$ cat src/rtl/vdma_frame_buf_scheduler_pkg.sv
// -----------------------------------------------------------------------------
// vdma_pkg
// Shared types and constants for the VDMA triple-buffer frame scheduler.
//   w_state_e     : write-side FSM encoding (W_IDLE / W_ACTIVE)
//   buf_idx_t     : frame-buffer index (0..NUM_FRAME_BUF-1)
//   NUM_FRAME_BUF : number of DDR frame buffers being rotated
//   free_idx()    : lowest buffer owned by neither the reader nor the newest
//                   completed frame
// -----------------------------------------------------------------------------
package vdma_pkg;

    localparam int NUM_FRAME_BUF = 3;

    typedef enum logic {
        W_IDLE   = 1'b0,
        W_ACTIVE = 1'b1
    } w_state_e;

    typedef logic [1:0] buf_idx_t;

    // With three buffers and at most two of them claimed (reader + latest),
    // some index always survives the search.
    function automatic buf_idx_t free_idx(
        input buf_idx_t rd_idx,
        input buf_idx_t latest_idx,
        input logic     latest_valid
    );
        buf_idx_t res;
        res = '0;
        for (int i = NUM_FRAME_BUF - 1; i >= 0; i--) begin
            if ((buf_idx_t'(i) != rd_idx) &&
                (!latest_valid || (buf_idx_t'(i) != latest_idx))) begin
                res = buf_idx_t'(i);
            end
        end
        return res;
    endfunction

endpackage

$ cat src/rtl/vdma_frame_buf_scheduler_if.sv
// -----------------------------------------------------------------------------
// vdma_frame_buf_scheduler_if
// Bundle between the scheduler and its environment (frame writer, video
// reader, configuration/status).
//
// Signalling: there is no valid/ready pairing here. Every event input
// (wr_frame_start, wr_frame_done, wr_frame_abort) and every event output
// (rd_repeat, wr_drop) is a single-cycle pulse, sampled on pclk rising edges
// and already synchronous to pclk. rd_vsync is a level; only its rising edge
// carries meaning. Address/index outputs are levels that are stable between
// the events that change them.
//
//   master : drives enable, base_addr_cfg, writer events and rd_vsync
//   slave  : the scheduler; drives addresses, indices, pulses, counters and
//            the write-FSM state (wr_state) for observation
// -----------------------------------------------------------------------------
interface vdma_frame_buf_scheduler_if
    import vdma_pkg::*;
#(
    parameter int ADDR_BITS = 25
);
    logic                 enable;
    logic [ADDR_BITS-1:0] base_addr_cfg;
    logic                 wr_frame_start;
    logic                 wr_frame_done;
    logic                 wr_frame_abort;
    logic [ADDR_BITS-1:0] wr_baseaddr;
    logic                 rd_vsync;
    logic [ADDR_BITS-1:0] rd_baseaddr;
    buf_idx_t             wr_idx;
    buf_idx_t             rd_idx;
    buf_idx_t             latest_idx;
    logic                 latest_valid;
    logic                 rd_repeat;
    logic                 wr_drop;
    logic [15:0]          repeat_cnt;
    logic [15:0]          drop_cnt;
    w_state_e             wr_state;

    modport master (
        output enable, base_addr_cfg, wr_frame_start, wr_frame_done,
               wr_frame_abort, rd_vsync,
        input  wr_baseaddr, rd_baseaddr, wr_idx, rd_idx, latest_idx,
               latest_valid, rd_repeat, wr_drop, repeat_cnt, drop_cnt,
               wr_state
    );

    modport slave (
        input  enable, base_addr_cfg, wr_frame_start, wr_frame_done,
               wr_frame_abort, rd_vsync,
        output wr_baseaddr, rd_baseaddr, wr_idx, rd_idx, latest_idx,
               latest_valid, rd_repeat, wr_drop, repeat_cnt, drop_cnt,
               wr_state
    );

endinterface

$ cat src/rtl/vdma_frame_buf_scheduler_sat_counter.sv
// -----------------------------------------------------------------------------
// vdma_sat_counter
// W-bit event counter that sticks at all-ones instead of wrapping.
//   pclk   : clock
//   prst_n : asynchronous active-low reset
//   i_clr  : synchronous clear (dominates i_inc)
//   i_inc  : count one event this cycle
//   o_cnt  : current count
// -----------------------------------------------------------------------------
module vdma_sat_counter #(
    parameter int W = 16
) (
    input  logic         pclk,
    input  logic         prst_n,
    input  logic         i_clr,
    input  logic         i_inc,
    output logic [W-1:0] o_cnt
);

    logic [W-1:0] r_cnt;

    always_ff @(posedge pclk or negedge prst_n) begin
        if (!prst_n) begin
            r_cnt <= '0;
        end else if (i_clr) begin
            r_cnt <= '0;
        end else if (i_inc && (r_cnt != {W{1'b1}})) begin
            r_cnt <= r_cnt + W'(1);
        end
    end

    assign o_cnt = r_cnt;

endmodule

$ cat src/rtl/vdma_frame_buf_scheduler.sv
// -----------------------------------------------------------------------------
// vdma_frame_buf_scheduler
// Triple-buffer scheduler for the VDMA DDR frame store. Hands the writer a
// buffer that is neither being displayed nor the newest completed frame, and
// moves the reader onto the newest completed frame at each vsync.
//   pclk   : clock
//   prst_n : asynchronous active-low reset
//   bus    : vdma_frame_buf_scheduler_if.slave (enable/config, writer events,
//            rd_vsync in; base addresses, indices, pulses, counters out)
// Parameters:
//   ADDR_BITS    : DDR word-address width
//   FRAME_STRIDE : offset between consecutive buffers
// -----------------------------------------------------------------------------
module vdma_frame_buf_scheduler
    import vdma_pkg::*;
#(
    parameter int                   ADDR_BITS    = 25,
    parameter logic [ADDR_BITS-1:0] FRAME_STRIDE = ADDR_BITS'(32'h0008_0000)
) (
    input  logic                        pclk,
    input  logic                        prst_n,
    vdma_frame_buf_scheduler_if.slave   bus
);

    // Offset of buffer n from base_addr_cfg, truncated to ADDR_BITS.
    function automatic logic [ADDR_BITS-1:0] idx_off(input buf_idx_t idx);
        logic [ADDR_BITS-1:0] off;
        case (idx)
            2'd1:    off = FRAME_STRIDE;
            2'd2:    off = FRAME_STRIDE + FRAME_STRIDE;
            default: off = '0;
        endcase
        return off;
    endfunction

    w_state_e             r_state;
    w_state_e             w_state_next;
    logic                 w_take_start;
    logic                 w_take_done;
    logic                 w_drop_evt;

    buf_idx_t             r_wr_idx;
    buf_idx_t             r_rd_idx;
    buf_idx_t             r_latest_idx;
    logic                 r_latest_valid;
    buf_idx_t             w_free_idx;
    buf_idx_t             w_rd_idx_next;

    logic                 r_vsync_d1;
    logic                 r_vsync_d2;
    logic                 w_vsync_rise;
    logic                 w_rd_adopt;
    logic                 w_repeat_evt;

    logic                 r_rd_repeat;
    logic                 r_wr_drop;
    // Offsets rather than full addresses are registered so the reset value
    // (offset 0) yields base_addr_cfg without loading a non-constant reset.
    logic [ADDR_BITS-1:0] r_rd_off;
    logic [ADDR_BITS-1:0] r_wr_off;

    logic [15:0]          w_repeat_cnt;
    logic [15:0]          w_drop_cnt;

    // ---------------------------------------------------------------- write FSM
    always_ff @(posedge pclk or negedge prst_n) begin
        if (!prst_n) begin
            r_state <= W_IDLE;
        end else if (!bus.enable) begin
            r_state <= W_IDLE;
        end else begin
            r_state <= w_state_next;
        end
    end

    // abort > done > start. A start alongside done is lost and counted.
    always_comb begin
        w_state_next = r_state;
        w_take_start = 1'b0;
        w_take_done  = 1'b0;
        w_drop_evt   = 1'b0;
        case (r_state)
            W_IDLE: begin
                if (bus.wr_frame_start) begin
                    w_state_next = W_ACTIVE;
                    w_take_start = 1'b1;
                end
            end
            W_ACTIVE: begin
                if (bus.wr_frame_abort) begin
                    w_state_next = W_IDLE;
                end else if (bus.wr_frame_done) begin
                    w_state_next = W_IDLE;
                    w_take_done  = 1'b1;
                    w_drop_evt   = bus.wr_frame_start;
                end else if (bus.wr_frame_start) begin
                    w_drop_evt   = 1'b1;
                end
            end
            default: w_state_next = W_IDLE;
        endcase
    end

    // ---------------------------------------------------------------- read side
    assign w_vsync_rise  = r_vsync_d1 & ~r_vsync_d2;
    // Uses the pre-update latest: a done in the same cycle waits for next vsync.
    assign w_rd_adopt    = w_vsync_rise && r_latest_valid && (r_latest_idx != r_rd_idx);
    assign w_repeat_evt  = w_vsync_rise && !w_rd_adopt;
    assign w_rd_idx_next = w_rd_adopt ? r_latest_idx : r_rd_idx;
    assign w_free_idx    = free_idx(r_rd_idx, r_latest_idx, r_latest_valid);

    always_ff @(posedge pclk or negedge prst_n) begin
        if (!prst_n) begin
            r_vsync_d1 <= 1'b0;
            r_vsync_d2 <= 1'b0;
        end else begin
            r_vsync_d1 <= bus.rd_vsync;
            r_vsync_d2 <= r_vsync_d1;
        end
    end

    // ---------------------------------------------------------------- ownership
    always_ff @(posedge pclk or negedge prst_n) begin
        if (!prst_n) begin
            r_rd_idx       <= 2'd0;
            r_latest_idx   <= 2'd0;
            r_wr_idx       <= 2'd1;
            r_latest_valid <= 1'b0;
            r_rd_off       <= '0;
            r_wr_off       <= '0;
            r_rd_repeat    <= 1'b0;
            r_wr_drop      <= 1'b0;
        end else if (!bus.enable) begin
            r_rd_idx       <= 2'd0;
            r_latest_idx   <= 2'd0;
            r_wr_idx       <= 2'd1;
            r_latest_valid <= 1'b0;
            r_rd_off       <= '0;
            r_wr_off       <= '0;
            r_rd_repeat    <= 1'b0;
            r_wr_drop      <= 1'b0;
        end else begin
            r_rd_idx    <= w_rd_idx_next;
            r_rd_off    <= idx_off(w_rd_idx_next);
            r_rd_repeat <= w_repeat_evt;
            r_wr_drop   <= w_drop_evt;
            if (w_take_start) begin
                r_wr_idx <= w_free_idx;
                r_wr_off <= idx_off(w_free_idx);
            end
            if (w_take_done) begin
                r_latest_idx   <= r_wr_idx;
                r_latest_valid <= 1'b1;
            end
        end
    end

    // ---------------------------------------------------------------- counters
    vdma_sat_counter #(.W(16)) u_repeat_cnt (
        .pclk   (pclk),
        .prst_n (prst_n),
        .i_clr  (!bus.enable),
        .i_inc  (w_repeat_evt),
        .o_cnt  (w_repeat_cnt)
    );

    vdma_sat_counter #(.W(16)) u_drop_cnt (
        .pclk   (pclk),
        .prst_n (prst_n),
        .i_clr  (!bus.enable),
        .i_inc  (w_drop_evt),
        .o_cnt  (w_drop_cnt)
    );

    // ---------------------------------------------------------------- outputs
    assign bus.rd_baseaddr  = bus.base_addr_cfg + r_rd_off;
    assign bus.wr_baseaddr  = bus.base_addr_cfg + r_wr_off;
    assign bus.wr_idx       = r_wr_idx;
    assign bus.rd_idx       = r_rd_idx;
    assign bus.latest_idx   = r_latest_idx;
    assign bus.latest_valid = r_latest_valid;
    assign bus.rd_repeat    = r_rd_repeat;
    assign bus.wr_drop      = r_wr_drop;
    assign bus.repeat_cnt   = w_repeat_cnt;
    assign bus.drop_cnt     = w_drop_cnt;
    assign bus.wr_state     = r_state;

    // The writer must never own the displayed buffer or the newest frame.
    a_wr_not_rd: assert property (@(posedge pclk) disable iff (!prst_n)
        (r_state == W_ACTIVE) |-> (r_wr_idx != r_rd_idx));
    a_wr_not_latest: assert property (@(posedge pclk) disable iff (!prst_n)
        ((r_state == W_ACTIVE) && r_latest_valid) |-> (r_wr_idx != r_latest_idx));

endmodule

$ cat src/flat_wrapper.sv
// flat-port wrapper written by rule: the top's interface ports become plain ports
module vdma_frame_buf_scheduler_flat import vdma_pkg::*;
#(
    parameter int                   ADDR_BITS    = 25,
    parameter logic [ADDR_BITS-1:0] FRAME_STRIDE = ADDR_BITS'(32'h0008_0000)
)
  (pclk, prst_n, bus_enable, bus_base_addr_cfg, bus_wr_frame_start, bus_wr_frame_done, bus_wr_frame_abort, bus_rd_vsync, bus_wr_baseaddr, bus_rd_baseaddr, bus_wr_idx, bus_rd_idx, bus_latest_idx, bus_latest_valid, bus_rd_repeat, bus_wr_drop, bus_repeat_cnt, bus_drop_cnt, bus_wr_state);
  vdma_frame_buf_scheduler_if #(.ADDR_BITS(ADDR_BITS)) bus_i ();
  input  logic pclk;
  input  logic prst_n;
  input wire logic [$bits(bus_i.enable)-1:0] bus_enable;
  input wire logic [$bits(bus_i.base_addr_cfg)-1:0] bus_base_addr_cfg;
  input wire logic [$bits(bus_i.wr_frame_start)-1:0] bus_wr_frame_start;
  input wire logic [$bits(bus_i.wr_frame_done)-1:0] bus_wr_frame_done;
  input wire logic [$bits(bus_i.wr_frame_abort)-1:0] bus_wr_frame_abort;
  input wire logic [$bits(bus_i.rd_vsync)-1:0] bus_rd_vsync;
  output wire logic [$bits(bus_i.wr_baseaddr)-1:0] bus_wr_baseaddr;
  output wire logic [$bits(bus_i.rd_baseaddr)-1:0] bus_rd_baseaddr;
  output wire logic [$bits(bus_i.wr_idx)-1:0] bus_wr_idx;
  output wire logic [$bits(bus_i.rd_idx)-1:0] bus_rd_idx;
  output wire logic [$bits(bus_i.latest_idx)-1:0] bus_latest_idx;
  output wire logic [$bits(bus_i.latest_valid)-1:0] bus_latest_valid;
  output wire logic [$bits(bus_i.rd_repeat)-1:0] bus_rd_repeat;
  output wire logic [$bits(bus_i.wr_drop)-1:0] bus_wr_drop;
  output wire logic [$bits(bus_i.repeat_cnt)-1:0] bus_repeat_cnt;
  output wire logic [$bits(bus_i.drop_cnt)-1:0] bus_drop_cnt;
  output wire logic [$bits(bus_i.wr_state)-1:0] bus_wr_state;
  assign bus_i.enable = bus_enable;
  assign bus_i.base_addr_cfg = bus_base_addr_cfg;
  assign bus_i.wr_frame_start = bus_wr_frame_start;
  assign bus_i.wr_frame_done = bus_wr_frame_done;
  assign bus_i.wr_frame_abort = bus_wr_frame_abort;
  assign bus_i.rd_vsync = bus_rd_vsync;
  assign bus_wr_baseaddr = bus_i.wr_baseaddr;
  assign bus_rd_baseaddr = bus_i.rd_baseaddr;
  assign bus_wr_idx = bus_i.wr_idx;
  assign bus_rd_idx = bus_i.rd_idx;
  assign bus_latest_idx = bus_i.latest_idx;
  assign bus_latest_valid = bus_i.latest_valid;
  assign bus_rd_repeat = bus_i.rd_repeat;
  assign bus_wr_drop = bus_i.wr_drop;
  assign bus_repeat_cnt = bus_i.repeat_cnt;
  assign bus_drop_cnt = bus_i.drop_cnt;
  assign bus_wr_state = bus_i.wr_state;
  vdma_frame_buf_scheduler #(.ADDR_BITS(ADDR_BITS), .FRAME_STRIDE(FRAME_STRIDE)) u_core (.pclk(pclk), .prst_n(prst_n), .bus(bus_i));
endmodule
$ cat config.mk
export PLATFORM = sky130hd
export DESIGN_NAME = vdma_frame_buf_scheduler_flat
export DESIGN_NICKNAME = d
export VERILOG_FILES = /design/src/rtl/vdma_frame_buf_scheduler_pkg.sv /design/src/rtl/vdma_frame_buf_scheduler_if.sv /design/src/rtl/vdma_frame_buf_scheduler_sat_counter.sv /design/src/rtl/vdma_frame_buf_scheduler.sv /design/src/flat_wrapper.sv
export SDC_FILE = /design/constraint.sdc
export NUM_CORES = 1
export LEC_CHECK = 0
export CAP_MARGIN = 20
export CELL_PAD_IN_SITES_DETAIL_PLACEMENT = 0
export CELL_PAD_IN_SITES_GLOBAL_PLACEMENT = 2
export CORE_AREA = 2 2 93 140
export CTS_CLUSTER_SIZE = 8
export DETAILED_ROUTE_END_ITERATION = 6
export DIE_AREA = 0 0 95 142
export PLACE_DENSITY_LB_ADDON = 0.2
export SYNTH_ARGS = -nofsm -noshare
export SYNTH_HDL_FRONTEND = slang
export SYNTH_SLANG_ARGS = --single-unit
export TNS_END_PERCENT = 1
$ cat constraint.sdc
create_clock -name pclk -period 2.6 [get_ports pclk]
set_input_delay 0.26 -clock pclk [delete_from_list [all_inputs] [get_ports pclk]]
set_output_delay 0.26 -clock pclk [all_outputs]
set_load 0.02 [all_outputs]
==> flow_results.xml, run 1 <==
<?xml version="1.0" encoding="UTF-8"?>
<metrics>
  <group name="outcome">
    <metric name="run_status" unit="">complete, no violations</metric>
  </group>
  <group name="timing">
    <metric name="setup_slack" unit="ps">131.2</metric>
    <metric name="tightest_slew" unit="ps">464.0</metric>
    <metric name="rsz0062_at_grt" unit="">false</metric>
    <metric name="final_min_period_over_clock_period" unit="%">94.95</metric>
    <metric name="max_transition_viols_final" unit="">0</metric>
    <metric name="timing.max_slew.rel_slack" unit="%">69.00</metric>
    <metric name="max_freq" unit="GHz">0.4051</metric>
    <metric name="hold_viol" unit="">0</metric>
    <metric name="fin_setup_tns" unit="ps">0</metric>
    <metric name="finalCriticalPeriod" unit="ps">2469</metric>
    <metric name="final.setup_skew" unit="ps">8.618</metric>
    <metric name="timing.final.setup_violations" unit="">0</metric>
  </group>
  <group name="floorplanning">
    <metric name="die_w" unit="um">95</metric>
    <metric name="floorplan.initialDensity" unit="%">23.65</metric>
    <metric name="die_h" unit="um">142</metric>
    <metric name="design.core.area" unit="sq mm">0.01232</metric>
    <metric name="floorplan.io_pins" unit="">124</metric>
    <metric name="fp-row-count" unit="">50</metric>
    <metric name="die_area" unit="sq mm">0.01349</metric>
  </group>
  <group name="finish">
    <metric name="num-nets-final" unit="">389</metric>
    <metric name="syn2layout_area_growth" unit="%">25.79</metric>
    <metric name="antenna_cells" unit="">0</metric>
    <metric name="share_of_cells_above_drive_strength_1" unit="%">7.429</metric>
    <metric name="finish.instance_area" unit="sq mm">0.003667</metric>
  </group>
  <group name="clocking">
    <metric name="cts-htree-levels" unit="">2</metric>
    <metric name="clk_latency" unit="ps">290</metric>
    <metric name="cts_made_buffers" unit="">5</metric>
    <metric name="root_buffer_master" unit="">sky130_fd_sc_hd__clkbuf_16</metric>
    <metric name="tritoncts_num_sinks" unit="">48</metric>
    <metric name="clk_path_buf_depth" unit="">2</metric>
    <metric name="cts.reportedPaths.clkPinSlew" unit="ps">70</metric>
    <metric name="cts_tree" unit="">built</metric>
  </group>
  <group name="drt">
    <metric name="detailroute.via_count" unit="">2266</metric>
    <metric name="vias_per_cell" unit="">4.478</metric>
    <metric name="ant_nets" unit="">0</metric>
    <metric name="drtPass1Iterations" unit="">4</metric>
    <metric name="routed_wl" unit="mm">7.686</metric>
    <metric name="wire_per_inst" unit="um">15.19</metric>
    <metric name="initialDrtViolationCount" unit="">66</metric>
    <metric name="drc_errors" unit="">0</metric>
  </group>
  <group name="logic_synthesis">
    <metric name="post_synth_xor_area_fraction" unit="%">9.571</metric>
    <metric name="synth.yosys.seq_area_share" unit="%">41.24</metric>
    <metric name="synth.mux.area_fraction" unit="%">1.717</metric>
    <metric name="yosys.area_share.adder" unit="%">3.948</metric>
    <metric name="async_flop_share" unit="%">100.0</metric>
    <metric name="yosys.cell_types.count" unit="">40</metric>
    <metric name="avgSynthCellArea" unit="sq um">9.344</metric>
    <metric name="main_combinational_cell_family_by_area_after_synthesis" unit="">simple AND/OR/NAND/NOR gates</metric>
    <metric name="yosys.cell_count.top_type" unit="">sky130_fd_sc_hd__dfrtp_1</metric>
    <metric name="postSynthRegisterBits" unit="">48</metric>
    <metric name="synth_compound_gate_area_share" unit="%">5.408</metric>
    <metric name="synth-simple-area-share" unit="%">26.22</metric>
    <metric name="yosys.area.top_type_share" unit="%">40.34</metric>
    <metric name="synth_top_cells_by_count" unit="">sky130_fd_sc_hd__dfrtp_1 (47), sky130_fd_sc_hd__buf_4 (39), sky130_fd_sc_hd__nor2_1 (34)</metric>
    <metric name="yosys_most_used_dff" unit="">sky130_fd_sc_hd__dfrtp_1</metric>
    <metric name="edff_count_synth" unit="">0</metric>
    <metric name="synth_fp_nets" unit="">352</metric>
    <metric name="synthesis.instances" unit="">312</metric>
    <metric name="synth_area" unit="sq mm">0.002915</metric>
    <metric name="synthDominantAreaCellType" unit="">sky130_fd_sc_hd__dfrtp_1</metric>
    <metric name="synth.yosys.warnings" unit="">0</metric>
    <metric name="synth.area.top_cells" unit="">sky130_fd_sc_hd__dfrtp_1 (40%), sky130_fd_sc_hd__buf_4 (10%), sky130_fd_sc_hd__xor2_1 (5.1%)</metric>
  </group>
  <group name="critical_path">
    <metric name="critical-path-top-delay-family" unit="">buffers and inverters</metric>
    <metric name="cp.required" unit="ps">2340</metric>
    <metric name="reg2regPathDepth" unit="">6</metric>
    <metric name="timing.critical_path.mode_cell" unit="">sky130_fd_sc_hd__clkdlybuf4s50_1</metric>
    <metric name="number_of_buffers_and_inverters_on_the_critical_path" unit="">2</metric>
    <metric name="critPathCaptureType" unit="">output port</metric>
    <metric name="crit_chain" unit="">clkdlybuf4s50_1 -&gt; ha_1 -&gt; a21o_1 -&gt; nand2_1 -&gt; nor2_1 -&gt; xor2_1 -&gt; clkdlybuf4s50_1</metric>
    <metric name="cp.arrival" unit="ps">2210</metric>
    <metric name="startpoint_type" unit="">primary input</metric>
    <metric name="critPathSlowestCell" unit="">sky130_fd_sc_hd__clkdlybuf4s50_1</metric>
    <metric name="worstSetupPathDepth" unit="">7</metric>
    <metric name="timing_worst_setup_path_type" unit="">in -&gt; out</metric>
    <metric name="worstReg2RegStart" unit="">u_core.u_repeat_cnt.o_cnt[0]</metric>
    <metric name="setup.worst_path.start" unit="">bus_base_addr_cfg[20]</metric>
    <metric name="cp_max_fo" unit="">4</metric>
    <metric name="max_incr_delay_on_cp" unit="ps">610</metric>
  </group>
  <group name="pwr">
    <metric name="powerDensity" unit="mW/mm^2">430.1</metric>
    <metric name="p_leak" unit="nW">1.508</metric>
    <metric name="total_power" unit="mW">1.577</metric>
    <metric name="vdd.ir_drop.worst" unit="mV">0.2071</metric>
  </group>
  <group name="grt">
    <metric name="grt_pass1_wl" unit="mm">12.93</metric>
    <metric name="grt_max_degree" unit="">21</metric>
    <metric name="globalRouteOverflowTotal" unit="">0</metric>
    <metric name="number_of_global_route_vias_before_repair" unit="">2460</metric>
    <metric name="track_usage" unit="%">12.26</metric>
    <metric name="initial_antenna_violation_count" unit="">0</metric>
  </group>
  <group name="placement">
    <metric name="place.gp.congestion" unit="">0.7270</metric>
    <metric name="pre_cts_ws" unit="ps">113.7</metric>
    <metric name="placement_cell_area" unit="sq mm">0.003517</metric>
    <metric name="detailed_place_hpwl" unit="mm">5.856</metric>
    <metric name="number_of_i_o_port_buffers" unit="">66</metric>
  </group>
  <group name="min_path">
    <metric name="holdCritStartpoint" unit="">u_core.r_vsync_d1</metric>
    <metric name="timing.hold.worst.class" unit="">reg -&gt; reg</metric>
    <metric name="whs_path_depth" unit="">0</metric>
  </group>
  <group name="run">
    <metric name="max_cap_violations" unit="">0</metric>
  </group>
</metrics>
## worst paths after layout
kind	endpoint	slack (ps)
min in group asynchronous	u_core.u_drop_cnt.o_cnt[7]	420
setup reg to reg	u_core.u_repeat_cnt.o_cnt[3]	540
setup / recovery	bus_wr_baseaddr[24]	130
hold / removal	u_core.r_vsync_d2	390
max in group asynchronous	u_core.bus.wr_idx[0]	1540
hold reg to reg	u_core.r_vsync_d2	390
## cells by family after synthesis
group	after synthesis
simple gates	139
buf+inv	53
flops	48
xor+xnor	31
compound gates	28
fa+ha+maj	8
mux	5
## state kept, by name, indices dropped and copies added, names as in the netlist, 2 cells and up
register,cells
u_core.bus.latest_idx,2
u_core.u_repeat_cnt.o_cnt,16
u_core.bus.wr_idx,2
u_core.u_drop_cnt.o_cnt,16
u_core.r_wr_off,2
u_core.r_rd_off,2
u_core.bus.rd_idx,2
## placed cells by master (no fill, tap or decap), drive strengths merged, types with 4 or more instances in the layout
cell and instances:
nand4 11, a31oi 5, nand3 22, nand4b 4
and4 5, nor2 34, o21ai 5, clkdlybuf4s50 64
nor4 9, dfrtp 47, mux2i 5, buf 11
nor3 7, nand2 26, inv 6, xor2 17
clkbuf 7, and3 4, xnor2 14, nand2b 4
ha 6, a21oi 14
## routing by layer
| layer | GRT usage [%] | part of all wire [%] |
|---|---|---|
| met1 | 13.88 | 40 |
| met2 | 22.43 | 54 |
| met3 | 2.648 | 5.2 |
| met4 | 3.966 | 1.4 |
| met5 | 0 | 0 |
## worst reg2reg max path, stage by stage (launching register included)
cell	delay, ps
sky130_fd_sc_hd__dfrtp_1	440
sky130_fd_sc_hd__ha_1	290
sky130_fd_sc_hd__nand4_2	170
sky130_fd_sc_hd__nor4_4	70
sky130_fd_sc_hd__or3_1	480
sky130_fd_sc_hd__or3_1	400
sky130_fd_sc_hd__a21oi_1	140
## power by group
group / total, mW / internal (mW) / switching [mW]
Clock: 0.639 / 0.357 / 0.283
Combinational: 0.170 / 0.0742 / 0.0961
Sequential: 0.768 / 0.757 / 0.0108
## final cells by class
type | instances | area, sq um
well taps | 156 | 195.2
repair buffers | 77 | 743.2
flip-flops and latches | 48 | 1202
clock buffers | 7 | 132.6
multi-input cells | 211 | 1366
inverters | 6 | 22.52
clock inverters | 1 | 5.005
fillers | 1328 | 8657
## per-stage QoR
stage	utilization [%]	hold WS, ps	std cells
final	29.76	386.3	506
after CTS	29.74	393.4	506
after global placement	28.54	209.3	497
after detailed placement	28.54	206.9	497
after floorplan	-	-35.59	312
after global routing	29.76	411.2	506
## repair_timing
action / in CTS / in global routing
setup buffers: 0 / 0
resized for setup: 0 / 1
hold buffers: 1 / 0
endpoints found under the setup margin: 0 / 1
endpoints found under the hold margin: 13 / 0
Note: power is estimated with default switching activity, not from simulation.
==> run 2, diff against run 1 <==
- MAX_ROUTING_LAYER: unset -> met4
==> run 2 against run 1 <==
Against the previous run:
- flip-flop and latch count unchanged
- clock power about the same
- sequential power about the same
- critical path depth unchanged
- count of clock-buffer cells in the layout unchanged
- global-route usage increased by 0.35 points
- clock skew about the same
- hold slack about the same
- via count about the same
- final cell count unchanged
- largest cell class unchanged
- sequential share of layout area unchanged
==> flow_results.xml, run 2 (synthesis gave the netlist of run 1 again) <==
<?xml version="1.0" encoding="UTF-8"?>
<metrics>
  <group name="outcome">
    <metric name="run_status" unit="">complete, no violations</metric>
  </group>
  <group name="floorplanning">
    <metric name="fp-row-count" unit="">50</metric>
    <metric name="die_h" unit="um">142</metric>
    <metric name="floorplan.io_pins" unit="">124</metric>
    <metric name="floorplan.initialDensity" unit="%">23.65</metric>
    <metric name="die_area" unit="sq mm">0.01349</metric>
    <metric name="die_w" unit="um">95</metric>
    <metric name="design.core.area" unit="sq mm">0.01232</metric>
  </group>
  <group name="timing">
    <metric name="fin_setup_tns" unit="ps">0</metric>
    <metric name="hold_viol" unit="">0</metric>
    <metric name="timing.final.setup_violations" unit="">0</metric>
    <metric name="finalCriticalPeriod" unit="ps">2469</metric>
    <metric name="max_transition_viols_final" unit="">0</metric>
    <metric name="max_freq" unit="GHz">0.4051</metric>
    <metric name="tightest_slew" unit="ps">463.7</metric>
    <metric name="setup_slack" unit="ps">131.2</metric>
    <metric name="timing.max_slew.rel_slack" unit="%">69.02</metric>
    <metric name="rsz0062_at_grt" unit="">false</metric>
    <metric name="final.setup_skew" unit="ps">8.728</metric>
    <metric name="final_min_period_over_clock_period" unit="%">94.95</metric>
  </group>
  <group name="pwr">
    <metric name="p_leak" unit="nW">1.508</metric>
    <metric name="total_power" unit="mW">1.577</metric>
    <metric name="vdd.ir_drop.worst" unit="mV">0.2069</metric>
    <metric name="powerDensity" unit="mW/mm^2">430.0</metric>
  </group>
  <group name="finish">
    <metric name="final_common_cell" unit="">sky130_fd_sc_hd__clkdlybuf4s50_1</metric>
    <metric name="antenna_cells" unit="">0</metric>
    <metric name="syn2layout_area_growth" unit="%">25.79</metric>
    <metric name="area_of_combinational_cells_with_multiple_inputs" unit="sq mm">0.001366</metric>
    <metric name="share_of_cells_above_drive_strength_1" unit="%">7.429</metric>
    <metric name="num-nets-final" unit="">389</metric>
    <metric name="final.fill_count" unit="">1328</metric>
    <metric name="mostFrequentLayoutCells" unit="">sky130_fd_sc_hd__clkdlybuf4s50_1 (64), sky130_fd_sc_hd__dfrtp_1 (47), sky130_fd_sc_hd__nor2_1 (34)</metric>
    <metric name="flip_flop_and_latch_area" unit="sq mm">0.001202</metric>
  </group>
  <group name="drt">
    <metric name="drc_errors" unit="">0</metric>
    <metric name="ant_nets" unit="">0</metric>
    <metric name="initialDrtViolationCount" unit="">59</metric>
    <metric name="wire_per_inst" unit="um">15.21</metric>
    <metric name="met3_length" unit="um">361</metric>
    <metric name="maxUsedRoutingLayer" unit="">met4</metric>
    <metric name="detailroute.via_count" unit="">2268</metric>
    <metric name="routed_wl" unit="mm">7.694</metric>
    <metric name="detailroute.wirelength.met2" unit="mm">4.116</metric>
    <metric name="wirelength_met1" unit="mm">3.110</metric>
    <metric name="vias_per_cell" unit="">4.482</metric>
    <metric name="drtPass1Iterations" unit="">4</metric>
  </group>
  <group name="critical_path">
    <metric name="cp_max_fo" unit="">4</metric>
    <metric name="timing_worst_setup_path_type" unit="">in -&gt; out</metric>
    <metric name="timing.critical_path.mode_cell" unit="">sky130_fd_sc_hd__clkdlybuf4s50_1</metric>
    <metric name="cp.arrival" unit="ps">2210</metric>
    <metric name="critical-path-top-delay-family" unit="">buffers and inverters</metric>
    <metric name="cp.required" unit="ps">2340</metric>
    <metric name="critPathSlowestCell" unit="">sky130_fd_sc_hd__clkdlybuf4s50_1</metric>
    <metric name="crit_chain" unit="">clkdlybuf4s50_1 -&gt; ha_1 -&gt; a21o_1 -&gt; nand2_1 -&gt; nor2_1 -&gt; xor2_1 -&gt; clkdlybuf4s50_1</metric>
    <metric name="max_incr_delay_on_cp" unit="ps">610</metric>
    <metric name="number_of_buffers_and_inverters_on_the_critical_path" unit="">2</metric>
    <metric name="critPathCaptureType" unit="">output port</metric>
    <metric name="startpoint_type" unit="">primary input</metric>
  </group>
  <group name="run">
    <metric name="max_cap_violations" unit="">0</metric>
  </group>
  <group name="clocking">
    <metric name="tritoncts_num_sinks" unit="">48</metric>
    <metric name="clk_latency" unit="ps">290</metric>
    <metric name="cts_made_buffers" unit="">5</metric>
    <metric name="cts.reportedPaths.clkPinSlew" unit="ps">70</metric>
    <metric name="cts-htree-levels" unit="">2</metric>
    <metric name="clk_path_buf_depth" unit="">2</metric>
    <metric name="root_buffer_master" unit="">sky130_fd_sc_hd__clkbuf_16</metric>
    <metric name="cts_tree" unit="">built</metric>
  </group>
  <group name="grt">
    <metric name="globalRouteOverflowTotal" unit="">0</metric>
    <metric name="track_usage" unit="%">12.61</metric>
    <metric name="grt_max_degree" unit="">21</metric>
    <metric name="number_of_global_route_vias_before_repair" unit="">2457</metric>
    <metric name="grt_pass1_wl" unit="mm">12.94</metric>
    <metric name="initial_antenna_violation_count" unit="">0</metric>
  </group>
  <group name="placement">
    <metric name="detailed_place_hpwl" unit="mm">5.856</metric>
    <metric name="place.gp.congestion" unit="">0.7358</metric>
    <metric name="number_of_i_o_port_buffers" unit="">66</metric>
    <metric name="pre_cts_ws" unit="ps">113.7</metric>
  </group>
  <group name="min_path">
    <metric name="timing.hold.worst.class" unit="">reg -&gt; reg</metric>
  </group>
</metrics>
==> run 2: cell counts in the layout (fill, tap and decap cells not counted) <==
No cell type changed its count.
==> run 2: area by class of cell <==
cell class	count	share of cell area, %
multi-input combinational	211	37.26
tap	156	5.322
sequential	48	32.79
timing repair buffer	77	20.27
clock buffer	7	3.617
clock inverter	1	0.1365
inverter	6	0.6141
==> run 2: final timing paths <==
kind / start / end / slack (ps) / cells after the start
min in group asynchronous: prst_n / u_core.u_drop_cnt.o_cnt[7] / 420 / 2
max in group asynchronous: prst_n / u_core.bus.wr_idx[0] / 1540 / 3
setup reg to reg: u_core.u_repeat_cnt.o_cnt[0] / u_core.u_repeat_cnt.o_cnt[3] / 540 / 6
setup / recovery: bus_base_addr_cfg[20] / bus_wr_baseaddr[24] / 130 / 7
hold reg to reg: u_core.r_vsync_d1 / u_core.r_vsync_d2 / 390 / 0
hold / removal: u_core.r_vsync_d1 / u_core.r_vsync_d2 / 390 / 0
==> run 2: power by group <==
part	internal, mW	switching, mW	total, mW
registers	0.757	0.0108	0.768
clock network	0.357	0.282	0.639
logic	0.0742	0.0962	0.170
==> run 2: routing by layer <==
layer  GRT usage, %  vias up
met5              -        -
met4          3.966        0
met3          2.436        6
met2          22.43       58
met1          14.01     1083
li1               -     1121
==> run 2: what timing repair did <==
action	CTS	global route
buffers inserted	0	0
hold buffers	1	0
hold endpoints to repair	13	0
resized for setup	0	1
setup endpoints to repair	0	1
==> run 2: per-stage QoR <==
| step | instances | hold WS (ps) | area [sq um] | utilization (%) |
|---|---|---|---|---|
| final | 506 | 386.1 | 3667 | 29.76 |
| after global routing | 506 | 411.2 | 3667 | 29.76 |
| after detailed placement | 497 | 206.9 | 3517 | 28.54 |
| after floorplan | 312 | -35.59 | 2915 | - |
| after global placement | 497 | 209.3 | 3517 | 28.54 |
| after CTS | 506 | 393.4 | 3665 | 29.74 |
